## src/rtl/cla_pipe_addsub.sv

```systemverilog
// Pipelined carry-lookahead adder/subtractor: STAGES slices of WIDTH/STAGES bits, carry registered between slices.
// Optional macro CLA_PIPE_SATURATE_EN clamps the result to signed max/min on overflow.
module cla_pipe_addsub #(
   parameter int WIDTH  = 32,
   parameter int STAGES = 2
) (
   input  logic             clk,
   input  logic             rst,
   input  logic             in_valid,
   output logic             in_ready,
   input  logic [WIDTH-1:0] a,
   input  logic [WIDTH-1:0] b,
   input  logic             sub,
   input  logic             carry_in,
   output logic             out_valid,
   input  logic             out_ready,
   output logic [WIDTH-1:0] sum,
   output logic             carry_out,
   output logic             overflow,
   output logic             zero
);

   localparam int SW = WIDTH / STAGES;
   localparam int NG = (SW >= 4) ? SW / 4 : 1;

   if ((STAGES < 1) || (STAGES > 4) || ((WIDTH % (4 * STAGES)) != 0)) begin : g_param_chk
      $error("cla_pipe_addsub: WIDTH must be a multiple of 4*STAGES and STAGES in 1..4");
   end

   // Handshake: a beat moves on any rising edge where valid && ready; ready never depends on valid.
   // Each slice is 4-bit CLA groups; group carries are flat sum-of-products of group G/P terms.
   function automatic logic [SW:0] cla_add(input logic [SW-1:0] x, input logic [SW-1:0] y,
                                           input logic ci);
      logic [SW-1:0] g, p, r;
      logic [NG-1:0] gg, gp;
      logic [NG:0]   gc;
      logic          term, cb;
      g  = x & y;
      p  = x ^ y;
      r  = '0;
      gg = '0;
      gp = '0;
      gc = '0;
      for (int k = 0; k < NG; k++) begin
         gp[k] = &p[4*k +: 4];
         for (int j = 0; j < 4; j++) begin
            term = g[4*k+j];
            for (int m = j + 1; m < 4; m++) term = term & p[4*k+m];
            gg[k] = gg[k] | term;
         end
      end
      gc[0] = ci;
      for (int k = 0; k < NG; k++) begin
         term = ci;
         for (int m = 0; m <= k; m++) term = term & gp[m];
         gc[k+1] = term;
         for (int j = 0; j <= k; j++) begin
            term = gg[j];
            for (int m = j + 1; m <= k; m++) term = term & gp[m];
            gc[k+1] = gc[k+1] | term;
         end
      end
      for (int k = 0; k < NG; k++) begin
         for (int i = 0; i < 4; i++) begin
            cb = gc[k];
            for (int m = 0; m < i; m++) cb = cb & p[4*k+m];
            for (int j = 0; j < i; j++) begin
               term = g[4*k+j];
               for (int m = j + 1; m < i; m++) term = term & p[4*k+m];
               cb = cb | term;
            end
            r[4*k+i] = p[4*k+i] ^ cb;
         end
      end
      return {gc[NG], r};
   endfunction

   logic [WIDTH-1:0]  a_q   [STAGES];
   logic [WIDTH-1:0]  b_q   [STAGES];
   logic [WIDTH-1:0]  sum_q [STAGES];
   logic [STAGES-1:0] v_q;
   logic [STAGES-1:0] c_q;
   logic [STAGES:0]   adv;
   logic              ovf_q;
   logic              zero_q;
   logic [WIDTH-1:0]  b_eff;
   logic              cin_eff;

   assign b_eff       = sub ? ~b : b;
   assign cin_eff     = carry_in ^ sub;
   assign adv[STAGES] = !v_q[STAGES-1] || out_ready;
   assign in_ready    = adv[0];

   assign out_valid = v_q[STAGES-1];
   assign sum       = sum_q[STAGES-1];
   assign carry_out = c_q[STAGES-1];
   assign overflow  = ovf_q;
   assign zero      = zero_q;

   for (genvar s = 0; s < STAGES; s++) begin : g_stage
      logic [WIDTH-1:0] src_a, src_b, src_sum, sum_d, fin_d;
      logic             src_v, src_c;
      logic [SW:0]      slice_r;

      if (s == 0) begin : g_head
         assign src_a   = a;
         assign src_b   = b_eff;
         assign src_sum = '0;
         assign src_c   = cin_eff;
         assign src_v   = in_valid;
      end else begin : g_body
         assign src_a   = a_q[s-1];
         assign src_b   = b_q[s-1];
         assign src_sum = sum_q[s-1];
         assign src_c   = c_q[s-1];
         assign src_v   = v_q[s-1];
      end

      assign adv[s]  = !v_q[s] || adv[s+1];
      assign slice_r = cla_add(src_a[s*SW +: SW], src_b[s*SW +: SW], src_c);

      always_comb begin
         sum_d              = src_sum;
         sum_d[s*SW +: SW]  = slice_r[SW-1:0];
      end

      if (s == STAGES - 1) begin : g_tail
         logic ovf_d;
         assign ovf_d = (src_a[WIDTH-1] == src_b[WIDTH-1]) && (sum_d[WIDTH-1] != src_a[WIDTH-1]);
`ifdef CLA_PIPE_SATURATE_EN
         // Operand sign tells the overflow direction: positive operands clamp high, negative clamp low.
         assign fin_d = !ovf_d ? sum_d :
                        (src_a[WIDTH-1] ? {1'b1, {(WIDTH-1){1'b0}}} : {1'b0, {(WIDTH-1){1'b1}}});
`else
         assign fin_d = sum_d;
`endif
         always_ff @(posedge clk or posedge rst) begin
            if (rst) begin
               ovf_q  <= 1'b0;
               zero_q <= 1'b0;
            end else if (adv[s] && src_v) begin
               ovf_q  <= ovf_d;
               zero_q <= (fin_d == '0);
            end
         end
      end else begin : g_mid
         assign fin_d = sum_d;
      end

      always_ff @(posedge clk or posedge rst) begin
         if (rst) begin
            v_q[s]   <= 1'b0;
            c_q[s]   <= 1'b0;
            a_q[s]   <= '0;
            b_q[s]   <= '0;
            sum_q[s] <= '0;
         end else if (adv[s]) begin
            v_q[s] <= src_v;
            if (src_v) begin
               c_q[s]   <= slice_r[SW];
               a_q[s]   <= src_a;
               b_q[s]   <= src_b;
               sum_q[s] <= fin_d;
            end
         end
      end
   end

endmodule

```

## config.mk

```make
export PLATFORM = sky130hd
export DESIGN_NAME = cla_pipe_addsub
export DESIGN_NICKNAME = d
export VERILOG_FILES = /design/src/rtl/cla_pipe_addsub.sv
export SDC_FILE = /design/constraint.sdc
export NUM_CORES = 1
export LEC_CHECK = 0
export CAP_MARGIN = 10
export CORE_AREA = 2 2 107 109
export CTS_CLUSTER_DIAMETER = 60
export DETAILED_ROUTE_END_ITERATION = 6
export DIE_AREA = 0 0 109 111
export MAX_ROUTING_LAYER = met4
export PLACE_DENSITY = 0.75
export SYNTH_ARGS = -nofsm -noshare
export SYNTH_HDL_FRONTEND = slang
export SYNTH_SLANG_ARGS = --single-unit
```

## constraint.sdc

```tcl
create_clock -name clk -period 2.7 [get_ports clk]
set_input_delay 0.405 -clock clk [delete_from_list [all_inputs] [get_ports clk]]
set_output_delay 0.405 -clock clk [all_outputs]
set_load 0.03 [all_outputs]
```

==> key figures <==
Run status
  – Status: finished, violations left
  – Failing checks: setup timing

Power
  – Pwr per Cell Area: approximately 840 nW/µm²
  – Max rail drop VDD: ~0.50 mV
  – LEAKAGE: 3.19 nW

STA
  – Clock skew after layout: roughly 0.0057 ns
  – Final Slew Violations: 0
  – Fin crit share: 105%
  – Setup WS post-layout: -0.123 ns
  – Final setup fails: 1
  – RSZ-0062 raised after global routing: yes
  – Worst slew pin tran: a little under 0.7 ns
  – Fmax achieved: around 350 MHz
  – Number of failing hold endpoints at the final stage: 0
  – Tmin final: around 2.8 ns
  – Slew margin rel.: 53.7%

Worst hold path
  – Worst Hold Launch: sum[30]
  – Worst Hold Class: reg -> reg
  – Worst Hold Depth: 2
  – Min-Delay Endpoint: sum[30]

Floorplanning
  – Cell row count: 39
  – Starting Density: around 44%
  – Die area: between 10000 and 15000 µm²
  – I/O pin cnt: approximately 110
  – Die Y: 111 µm
  – Core ar.: around 11000 µm²
  – Die extent in x: 109 µm

Logic synthesis
  – Async set or reset register ratio after synthesis: 100%
  – Number of synthesized flops with an enable pin: 0
  – Yosys top cell area share: between 40% and 50%
  – Synth Area per Inst: roughly 11 µm²
  – Top cells by area, synth: dfrtp_1 (44%), ha_1 (10%), mux2_2 (8.0%), nand2_1 (5.3%), xor2_1 (5.2%)
  – Post-synth top area cell: dfrtp_1
  – Top_reg_cell synth: dfrtp_1
  – Post-Syn Area: between 4000 and 5000 µm²
  – Sequential cell area fraction in the yosys report: about 44%
  – Yosys reg bits: 86
  – Warnings from Yosys: 0
  – Post-Syn Instances: 464
  – Synth Net Count: 582
  – Netlist cell types: 44

Global route
  – Global route overflow: 0
  – Initial antenna violation count: 0
  – Largest net degree at the start of global routing: 84
  – All-Layer GR Usage: between 10% and 20%
  – Vias in the first global route: roughly 4100
  – First-pass GRT wire length: between 15000 and 20000 µm

Critical path
  – CP endpoint kind: register
  – Worst reg-to-reg path cell count: 12
  – CP peak stage delay: ~0.48 ns
  – Cell mode on critical path: o211ai_1
  – R2R setup slack: -0.12 ns
  – Critical path peak fanout: 3
  – CP Data Arrival Time: a little over 3 ns
  – Critical-path top delay cell: fa_2
  – Worst path required time: 2.97 ns
  – Startpoint types: register
  – Reg-to-Reg Start: g_stage[1].src_b[18]
  – Worst path bufs/invs: 0
  – Crit path kind: reg -> reg
  – Launch point of the worst path: g_stage[1].src_b[18]
  – Worst r2r dst: zero
  – Top delay family on crit path: adder cells
  – Crit-path cells: ha_4 > nand2_4 > o211ai_1 > o211ai_1 > a31o_2 > nand2b_4 > fa_2 > nor4_4 > nand4_1 > nor3_2 > nand3_1 > o21ai_1

Clocking
  – Clk sinks: 86
  – Worst-path clk slew: 0.06 ns
  – CTS Buf Count: 9
  – CTS tree: done
  – Clk buf depth: 2
  – Worst-Skew Late Latency: 0.34 ns
  – Hold buffers post-CTS: 0
  – H-Tree Depth: 3
  – CTS root buffer: clkbuf_16

Detailed routing
  – DR vias: around 3800
  – Initial DRC Count: about 150
  – DR vias/cell: 4.94
  – Drt first pass iters: 4
  – DRC Markers: 0
  – ANT nets after route: 0
  – DRT Wirelength: approximately 11000 µm
  – DR WL/cell: 14.6 µm

Finish
  – Layout Nets: 737
  – Utilization after layout: 63.8%
  – Finished Cell Area: approximately 7100 µm²
  – Area Growth Syn to Fin: 43.9%
  – Register area: roughly 2200 µm²
  – Layout cells sized above 1: 23.9%
  – Fill count: between 800 and 900
  – Area of the multi-input gates: between 2000 and 3000 µm²
  – Diode count: 0

Placement
  – Port Buffers: ~110
  – GPL Wtd Cong: ~0.86
  – DP Area: 6500 µm²
  – Post-DP HPWL: around 8500 µm

Flow run
  – Max cap viols: 0
==> through the flow <==
step	worst slack [ns]	hold WS (ns)	std cells	power (mW)	TNS, ns
final	-0.123	0.472	767	5.97	-0.123
after floorplan	-0.228	0.454	464	3.36	-0.379
after global placement	-0.464	0.458	747	4.38	-3.02
after CTS	-0.211	0.480	764	5.92	-0.211
after global routing	-0.288	0.498	767	6.32	-0.306
after detailed placement	-0.547	0.464	747	4.46	-4.12
==> flip-flops by register name (all words and copies together) (netlist names) <==
register	count
out_valid	1
g_stage.src_v	1
g_stage.src_b	16
g_stage.src_a	16
overflow	1
sum	32
carry_out	1
g_stage.src_sum	16
g_stage.src_c	1
zero	1
==> cell type report <==
class                   count  share of cell area (%)
multi-input cells         341                    39.7
flip-flops and latches     86                    30.5
repair buffers            162                    21.5
clock buffers              10                    3.24
well taps                 143                    2.53
clock inverters             6                    1.56
inverters                  19                    1.03
==> where the power goes <==
part | total (mW) | switching [mW] | internal, mW
registers | 1.93 | 0.263 | 1.66
logic | 2.64 | 1.35 | 1.29
clock network | 1.40 | 0.497 | 0.902
==> timing repair <==
item | in CTS | in global routing
pin swaps | 24 | 25
buffers inserted | 1 | 3
endpoints found under the setup margin | 7 | 10
gates resized for setup | 21 | 30
==> cells by family after synthesis <==
family	Yosys count	share of synthesized area [%]
fa+ha+maj	48	13.5
simple gates	111	10.1
xor+xnor	58	10.7
compound gates	89	10.8
buf+inv	37	3.11
flops	86	43.8
mux	35	8.03
==> per-layer routing <==
metal,part of all wire (%),global-route usage (%),vias up
met5,0,-,-
met4,3.1,10.1,0
met3,4.4,2.76,26
met2,50,32.8,83
met1,43,23.3,1798
li1,-,-,1883
==> synth_stat cells, drive strengths merged, types with 2 or more instances <==
master  count
o211ai      3
o21ai      48
nor2       12
a221oi      2
xnor2      28
ha         40
nand2      69
nand2b      9
dfrtp      86
mux2       35
a21o        4
a21oi      19
nor3        2
o21a        5
nor4        5
o31ai       2
inv        19
buf        12
and3        2
xor2       30
fa          8
nand3       2
clkbuf      6
nand4       3
==> tightest hold or removal path, stage by stage (launching register included) <==
cell	delay [ns]
dfrtp_1	0.34
nand2_1	0.05
nand2_1	0.05
==> how the worst max path moves through the flow <==
| stage | endpoint | depth (start not counted) |
|---|---|---|
| 2_1_floorplan | g_stage[1].src_sum[15] | 16 |
| 3_3_place_gp | g_stage[1].src_sum[15] | 15 |
| 3_5_place_dp | g_stage[1].src_sum[15] | 15 |
| 4_1_cts | zero | 12 |
| 5_1_grt | zero | 12 |
| 6_report | zero | 12 |
==> placed cells by master (no fill, tap or decap), drive strengths merged, types with 3 or more instances in the layout <==
cell	count
clkdlybuf4s50	95
dfrtp	86
nand2	69
buf	57
o21ai	48
ha	40
mux2	35
xor2	30
xnor2	28
a21oi	19
inv	18
nor2	12
clkbuf	11
nand2b	9
fa	8
dlymetal6s2s	6
o21a	5
nor4	5
a21o	4
o211ai	3
nand4	3
bufinv	3
Power figures use the tool's default switching activity.
